[src/rtl/fifo_burst_reader.sv]
// -----------------------------------------------------------------------------
// fifo_burst_reader
//
// Reads a burst of `len` words from a show-ahead FIFO and forwards them on a
// valid/ready stream. A 2-entry skid buffer sits between the FIFO and the
// stream, so the FIFO side never depends on m_ready and the block sustains one
// word per cycle while keeping m_data registered.
//
// Ports
//   clk, rst_n             clock, asynchronous active-low reset
//   start, len             single-cycle burst request and its word count
//   busy, done             burst in progress / one-cycle completion pulse
//   fifo_empty, fifo_dout  FIFO status and show-ahead head word
//   fifo_rd_en             FIFO pop request (pop when fifo_empty is low)
//   m_data, m_valid,
//   m_ready, m_last        output stream, m_last marks the final burst word
// -----------------------------------------------------------------------------
module fifo_burst_reader #(
    parameter int DATA_WIDTH = 8,
    parameter int LEN_WIDTH  = 8
) (
    input  logic                  clk,
    input  logic                  rst_n,
    input  logic                  start,
    input  logic [LEN_WIDTH-1:0]  len,
    output logic                  busy,
    output logic                  done,
    input  logic                  fifo_empty,
    input  logic [DATA_WIDTH-1:0] fifo_dout,
    output logic                  fifo_rd_en,
    output logic [DATA_WIDTH-1:0] m_data,
    output logic                  m_valid,
    input  logic                  m_ready,
    output logic                  m_last
);

    typedef enum logic [1:0] {
        S_IDLE,
        S_READ,
        S_DRAIN,
        S_DONE
    } state_t;

    state_t                state_q,     state_d;
    logic [LEN_WIDTH-1:0]  pop_left_q,  pop_left_d;
    logic [LEN_WIDTH-1:0]  out_left_q,  out_left_d;
    logic [1:0]            buf_count_q, buf_count_d;
    // buf0 is always the oldest entry and drives m_data directly.
    logic [DATA_WIDTH-1:0] buf0_q,      buf0_d;
    logic [DATA_WIDTH-1:0] buf1_q,      buf1_d;

    logic pop;
    logic xfer;

    // Pop only while words are still owed and the buffer has room; m_ready is
    // deliberately absent so the FIFO handshake has no path from downstream.
    assign fifo_rd_en = (state_q == S_READ) && !fifo_empty && (buf_count_q < 2'd2);
    assign pop        = fifo_rd_en;
    assign xfer       = m_valid && m_ready;

    assign m_valid = (buf_count_q != 2'd0);
    assign m_data  = buf0_q;
    assign m_last  = m_valid && (out_left_q == LEN_WIDTH'(1));
    assign busy    = (state_q == S_READ) || (state_q == S_DRAIN);
    assign done    = (state_q == S_DONE);

    // NOTE: every signal written here gets its default first, so no path can
    // leave one unassigned and infer a latch.
    always_comb begin
        state_d     = state_q;
        pop_left_d  = pop_left_q;
        out_left_d  = out_left_q;
        buf_count_d = buf_count_q;
        buf0_d      = buf0_q;
        buf1_d      = buf1_q;

        // Counters saturate at zero rather than wrap.
        if (pop && (pop_left_q != '0)) begin
            pop_left_d = pop_left_q - LEN_WIDTH'(1);
        end
        if (xfer && (out_left_q != '0)) begin
            out_left_d = out_left_q - LEN_WIDTH'(1);
        end

        // Skid buffer. On a simultaneous pop and transfer the new word goes
        // behind whatever survives the transfer, keeping order and count.
        unique case ({pop, xfer})
            2'b10: begin
                if (buf_count_q == 2'd0) begin
                    buf0_d = fifo_dout;
                end else begin
                    buf1_d = fifo_dout;
                end
                buf_count_d = buf_count_q + 2'd1;
            end
            2'b01: begin
                buf0_d      = buf1_q;
                buf_count_d = buf_count_q - 2'd1;
            end
            2'b11: begin
                if (buf_count_q == 2'd1) begin
                    buf0_d = fifo_dout;
                end else begin
                    buf0_d = buf1_q;
                    buf1_d = fifo_dout;
                end
            end
            default: ;
        endcase

        unique case (state_q)
            S_IDLE: begin
                if (start && (len != '0)) begin
                    pop_left_d = len;
                    out_left_d = len;
                    state_d    = S_READ;
                end
            end
            S_READ: begin
                if (pop && (pop_left_q == LEN_WIDTH'(1))) begin
                    state_d = S_DRAIN;
                end
            end
            S_DRAIN: begin
                if (xfer && (out_left_q == LEN_WIDTH'(1))) begin
                    state_d = S_DONE;
                end
            end
            S_DONE: begin
                state_d = S_IDLE;
            end
            default: begin
                state_d = S_IDLE;
            end
        endcase
    end

    // NOTE: the data registers are reset as well as the control state, so that
    // m_data reads as zero during reset and never exposes a word from an
    // aborted burst.
    always_ff @(posedge clk or negedge rst_n) begin
        if (!rst_n) begin
            state_q     <= S_IDLE;
            pop_left_q  <= '0;
            out_left_q  <= '0;
            buf_count_q <= 2'd0;
            buf0_q      <= '0;
            buf1_q      <= '0;
        end else begin
            // NOTE: non-blocking assignments so every register samples the
            // pre-edge values computed above.
            state_q     <= state_d;
            pop_left_q  <= pop_left_d;
            out_left_q  <= out_left_d;
            buf_count_q <= buf_count_d;
            buf0_q      <= buf0_d;
            buf1_q      <= buf1_d;
        end
    end

endmodule

[config.mk]
export PLATFORM = sky130hd
export DESIGN_NAME = fifo_burst_reader
export DESIGN_NICKNAME = d
export VERILOG_FILES = /design/src/rtl/fifo_burst_reader.sv
export SDC_FILE = /design/constraint.sdc
export NUM_CORES = 1
export LEC_CHECK = 0
export ABC_AREA = 0
export BUFFER_PORTS_ARGS = -buffer_cell sky130_fd_sc_hd__buf_2
export CORE_AREA = 3 3 72 74
export DETAILED_ROUTE_END_ITERATION = 6
export DIE_AREA = 0 0 75 77
export SLEW_MARGIN = 20
export SYNTH_ARGS = -nofsm -noshare
export SYNTH_HDL_FRONTEND = slang
export SYNTH_SLANG_ARGS = --single-unit
[constraint.sdc]
create_clock -name clk -period 3.4 [get_ports clk]
set_input_delay 0.85 -clock clk [delete_from_list [all_inputs] [get_ports clk]]
set_output_delay 0.85 -clock clk [all_outputs]
set_load 0.05 [all_outputs]
---- Word-level counts from Yosys, hierarchy flattened ----
Index checks and enable logic that the tools add are counted.
W data, S select, Z words.
cells by class
  $lt $le $gt $ge ......................... 1
  equality and inequality tests ........... 15
  muxes and demuxes ....................... 17
  reductions and logical operators ........ 23
  add/sub/neg operators ................... 4
operators with widths
  operator               number
  $mux W8                10
  $pmux W8 S3            1
  $reduce_bool A8 Y1     3
  $eq A8 B1 Y1 const B   2
  $pmux W8 S2            1
  $sub A8 B1 Y8 const B  2
  $logic_and A1 B1 Y1    9
  $eq A2 B2 Y1 const B   4
  $ne A2 B2 Y1 const B   4
  $pmux W2 S4            1
  $eq A2 B1 Y1 const B   3
  $mux W2                3
  $reduce_and A3 Y1      2
  $reduce_bool A2 Y1     3
  $logic_not A2 Y1       2
  $ne A2 B1 Y1 const B   2
  $pmux W2 S2            1
  $reduce_bool A3 Y1     1
  $add A2 B1 Y2 const B  1
  $lt A2 B2 Y1 const B   1
  $reduce_and A2 Y1      1
  $sub A2 B1 Y2 const B  1
  $logic_not A1 Y1       1
  $logic_or A1 B1 Y1     1
word-level totals
  output and inout bits ................... 13
  logic and storage cells ................. 66
  register bits after elaboration ......... 36
  input bits .............................. 21

---- Longest topological paths before layout ----
Gate-level depths: netlist of run 1.
  word-level depth ........................ 7
  mapped depth ............................ 10
  mapped depth without buffers ............ 9

---- Least setup slack after synthesis of run 1 ----
Ideal clock, no wire load.
  path type ............................... flip-flop to output port
  from .................................... reg out_left_q[3]
  to ...................................... out m_last
  required time ........................... 2.550 ns
  slack ................................... -0.023 ns
  stages on the path, launching flop included .. 4
  path buffers ............................ 1
  arrival ................................. 2.573 ns
  path through ............................ dfrtp_1 > or4_1 > clkbuf_1 > nor4_1
between the ends
  word-level cells in the longest chain between the ends .. 2
ends and longest elaborated chain
  element                 RTL line  source
  from (decl)             46        logic [LEN_WIDTH-1:0] out_left_q, out_left_d;
  from (signal assigned)  154       out_left_q <= out_left_d;
  $eq A8 B1 Y1            63        assign m_last = m_valid && (out_left_q == LEN_WIDTH'(1));
  $logic_and A1 B1 Y1     63
  to (decl)               34        output logic m_last
No other way between the ends.

---- Final worst setup path of run 1 ----
Same ends and word-level chain as after synthesis.

==> results of run 1 <==
power breakdown:
| part | internal [W] | leakage (nW) | switching [W] | total, W |
|---|---|---|---|---|
| sequential | 0.000652 | 0.414 | 0.000172 | 0.000823 |
| combinational | 0.000449 | 0.582 | 0.000712 | 0.00116 |
| clock | 0.000218 | 0.0552 | 0.000154 | 0.000372 |
| total | 0.00132 | 1.05 | 0.00104 | 0.00236 |
logic make-up (layout without fill, tap and decap cells):
logic type / Yosys count / after routing / share of synthesized area, %
and+or+nand+nor: 53 / 53 / 14.8
muxes: 13 / 13 / 7.00
AOI/OAI and AO/OA: 55 / 55 / 18.2
adders and majority gates: 16 / 16 / 9.74
xor gates and xnor gates: 7 / 7 / 2.98
DFF: 36 / 36 / 43.8
buffers and inverters: 18 / 56 / 3.41
per-stage QoR:
| stage | setup WS (ps) | hold WS [ps] | cells |
|---|---|---|---|
| floorplan | 547 | 473 | 198 |
| global placement | 680 | 489 | 282 |
| detailed placement | 651 | 495 | 282 |
| CTS | 516 | 511 | 290 |
| global route | 391 | 525 | 290 |
| finish | 525 | 509 | 290 |
layer usage:
metal	GRT usage, %	up-vias	wire length, um
li1	-	796	-
met1	24.0	726	2090
met2	22.9	20	1940
met3	5.50	2	149
met4	3.74	0	8
met5	0	-	0
path summary, 6_finish.rpt:
kind                          startpoint       endpoint  slack, ps  cells past startpoint
setup reg to reg              state_q[1]      buf1_q[3]        920                      8
hold / removal                 buf1_q[1]      buf1_q[1]        510                      1
max in group asynchronous          rst_n      buf1_q[0]       2240                      1
hold reg to reg                buf1_q[1]      buf1_q[1]        510                      1
min in group asynchronous          rst_n  pop_left_q[5]        640                      1
setup / recovery           out_left_q[3]         m_last        530                      3
cell usage in the layout (no fill, tap or decap), types with 2 or more instances in the layout:
cell       n
a21oi_1   17
a22oi_1    8
a31oi_1    8
buf_2     33
buf_4      2
clkbuf_8   5
dfrtp_1   36
ha_1      16
inv_1     13
mux2_2    11
mux2i_1    2
nand2_1    6
nand2b_1   3
nor2_1    19
nor3_1     2
nor3b_1    2
o211ai_1   3
o21ai_0    6
o31ai_1    2
or2_2      2
or4_1      7
xnor2_1    6
sequential cells by signal (all words and copies together) (netlist names):
| name | flops |
|---|---|
| buf1_q | 8 |
| m_data | 8 |
| out_left_q | 8 |
| pop_left_q | 8 |
| buf_count_q | 2 |
| state_q | 2 |
cell type report:
cell class              count  share of cell area [%]
flip-flops and latches     36                    37.6
clock inverters             2                    1.46
multi-input cells         144                    45.5
repair buffers             35                    7.52
well taps                  54                    2.82
inverters                  13                    2.04
clock buffers               6                    3.03
==> results.cfg, run 1 <==
[timing]
slew_violations = 0
grt_setup_unrepaired = no
hold_viol_final = 0
setup_viol = 0
tightest_slew_ps = 810
fin_skew_ps = 12.6
tns_ps = 0
max_freq_mhz = 348
slew_headroom_pct = 46.0
min_period_ps = 2870
fin_crit_sh_pct = 84.6

[global_routing]
grt_antenna_before_repair = 0
grt_pass1_vias = 1491
grt_max_degree = 37
grt_pass1_wl_mm = 7.21
grt-ovfl-total = 0
grtUsageTotal_pct = 16.3

[place]
hpwl_mm = 3.13
port_buffers = 33
dpl_cell_area_um2 = 2290
gp_congestion = 0.723

[yosys]
yosys.cell_count.top_type = dfrtp_1
synthArstFlopShare_pct = 100
synthTopCellsByArea = dfrtp_1 44%, ha_1 9.7%, mux2_2 6.0%
ys_seq_elements = 36
syn_inst = 198
yosysUniqueCellTypes = 44
synth-edff-count = 0
synth_seq_area_share_pct = 43.8
synthFlopType = dfrtp_1
syn_area_per_cell_um2 = 10.4
yosysTopAreaCellShare_pct = 43.8
yosysWarnings = 0
synth_top_cell_by_area = dfrtp_1
syn_area_um2 = 2050
synth_nets = 235
synthTopCellsByCount = 36 x dfrtp_1, 19 x nor2_1, 17 x a21oi_1

[clock_network]
cts_hold_buf = 0
cts_tree = built
cts_resized = 0
cts_sinks = 36
h-tree-depth = 2
cts.reportedPaths.clkPinSlew_ps = 80
root_buffer = clkbuf_8
cts_setup_buffers = 0
clock_latency_ps = 290
cts_inserted_buffers = 5
cts_buffer_depth = 2

[route]
drt_pass1_iterations = 4
wl_mm = 4.19
post-route-drc-count = 0
ant_nets = 0
dr.first_iter.drc_count = 80
via_count = 1544
viasPerCell = 5.32
wl_per_cell_um = 14.4

[flow_run]
maxCapViolCount = 0

[critical_path]
endpoint_kind = primary output
slowest_delay_ps = 690
critical_path_buf_inv_count = 1
cp.arrival_ps = 2020
start_kind = flop
worst-setup-path-type = reg2out
cp_top_family = simple AND/OR/NAND/NOR gates
worstPathRequired_ps = 2550
path_max_fanout = 8
path_cells = or4_1, nor4_2, buf_2
critPathSlowestCell = or4_1

[final_layout]
multiInputGateArea_um2 = 1090
fin_util_pct = 51.4
final_area_um2 = 2390
area_delta_synth_final_pct = 16.6
layout.area.seq_um2 = 901
finalNetCount = 272
drive_gt1_share_pct = 27.1
antenna_cells = 0
fill_cells = 447

[power]
power_density_nw_per_um2 = 984
p_leak_nw = 1.05
vdd_drop_max_mv = 0.677
power_w = 0.00236

[worst_hold_path]
hold_path.class = reg2reg

[die]
core_um2 = 4660
die-area_um2 = 5780
chipHeight_um = 77
placementRows = 25
num_io_pins = 34
initial_core_util_pct = 44.1
dieWidth_um = 75

[status]
status = complete, no violations
(Power assumes the default switching activity.)
==> run 2: changes to the inputs <==
==> constraint.sdc (replaced) <==
create_clock -name clk -period 2.8 [get_ports clk]
set_input_delay 0.7 -clock clk [delete_from_list [all_inputs] [get_ports clk]]
set_output_delay 0.7 -clock clk [all_outputs]
set_load 0.05 [all_outputs]
==> results.cfg, run 2 (same netlist as run 1, synthesis figures left out) <==
[critical_path]
path_max_fanout = 8
worstPathRequired_ps = 2100
endpoint_kind = primary output
worst-setup-path-type = reg2out
r2r_start = buf_count_q[1]
rrSetupSlack_ps = 330
start_kind = flop
setup.worst_path.start = out_left_q[3]
cp.arrival_ps = 1900

[power]
p_int_w = 0.00155
seqPwrFrac_pct = 35.5
p_leak_nw = 1.06
vdd_drop_max_mv = 0.852
p_sw_share_pct = 44.9
power_density_nw_per_um2 = 1170
clockPowerShare_pct = 13.8
power.switching_w = 0.00126
combPwrFrac_pct = 50.7
power_w = 0.00282

[die]
chipHeight_um = 77
die-area_um2 = 5780
num_io_pins = 34
initial_core_util_pct = 44.1
core_um2 = 4660
dieWidth_um = 75
placementRows = 25

[final_layout]
final_area_um2 = 2410
drive_gt1_share_pct = 28.2
antenna_cells = 0
final_cell_mix = 36 x dfrtp_1, 32 x buf_2, 19 x nor2_1, 17 x a21oi_1, 16 x ha_1
finalNetCount = 274
area_delta_synth_final_pct = 17.5
fin_cells = 292
final_common_cell = dfrtp_1

[timing]
grt_setup_unrepaired = no
slew_violations = 0
setup_viol = 0
fin_skew_ps = 5.23
fin_crit_sh_pct = 92.9
max_freq_mhz = 384
hold_viol_final = 0
min_period_ps = 2600
tns_ps = 0
tightest_slew_ps = 822
slew_headroom_pct = 45.2

[clock_network]
root_buffer = clkbuf_8
clock_latency_ps = 290
h-tree-depth = 2
cts_inserted_buffers = 5
cts_buffer_depth = 2
cts.reportedPaths.clkPinSlew_ps = 70
cts_sinks = 36
cts_tree = built

[global_routing]
grt-ovfl-total = 0
grtUsageTotal_pct = 16.5
grt_max_degree = 37
grt_antenna_before_repair = 0
grt_pass1_vias = 1496
grt_pass1_wl_mm = 7.18

[flow_run]
maxCapViolCount = 0

[route]
drt_pass1_iterations = 4
wl_per_cell_um = 14.7
via_count = 1582
post-route-drc-count = 0
ant_nets = 0
wl_mm = 4.28
dr.first_iter.drc_count = 80
viasPerCell = 5.42

[place]
dpl_cell_area_um2 = 2310
port_buffers = 33
hpwl_mm = 3.16
place_inst = 284
gp_congestion = 0.740

[worst_hold_path]
hold_path.class = in2async

[status]
status = complete, no violations
[run 2: final timing paths]
check,end,depth (start not counted)
max,m_last,3
min,pop_left_q[5],1
max reg2reg,buf1_q[4],7
min reg2reg,buf_count_q[0],1
max in group asynchronous,state_q[1],1
min in group clk,buf_count_q[0],1
[run 2: layout make-up]
class	instances	area, um2
fill	432	2250
multi-input combinational	144	1090
sequential	36	901
timing repair buffer	37	210
clock buffer	7	86.3
tap	54	67.6
inverter	13	48.8
clock inverter	1	7.51
[run 2: timing repair]
item | CTS | global route
buffers inserted | 0 | 0
endpoints found under the setup margin | 0 | 1
hold buffers | 0 | 0
gates resized for setup | 0 | 2
[run 2: per-layer routing]
metal  routed length [um]  share of wire [%]  vias to the layer above  global-route usage [%]
li1                     -                  -                      803                       -
met4                   86                2.0                        0                    8.72
met1                 2100                 49                      748                    22.3
met3                  138                3.2                        9                    3.80
met5                    0                  0                        -                       0
met2                 1960                 46                       22                    24.0
[run 2: stage by stage]
step	hold WS, ps	setup WS, ps	utilization, %
after detailed placement	495	287	49.7
final	496	199	51.8
after floorplan	404	96.5	-
after global routing	520	108	51.8
after global placement	489	356	49.7
after CTS	512	72.3	51.7
[run 2: critical path, stage by stage (launching register included)]
cell,delay [ps]
dfrtp_1,430
or4_4,610
nor4_2,270
clkbuf_4,290
[run 2: power groups by stage]
stage	clock, W	combinational [W]	sequential, W
after floorplan	0	0.000941	0.00117
after global placement	0	0.00141	0.00101
after detailed placement	0	0.00144	0.00101
after CTS	0.000406	0.00144	0.00100
after global routing	0.000431	0.00159	0.00105
final	0.000389	0.00143	0.00100
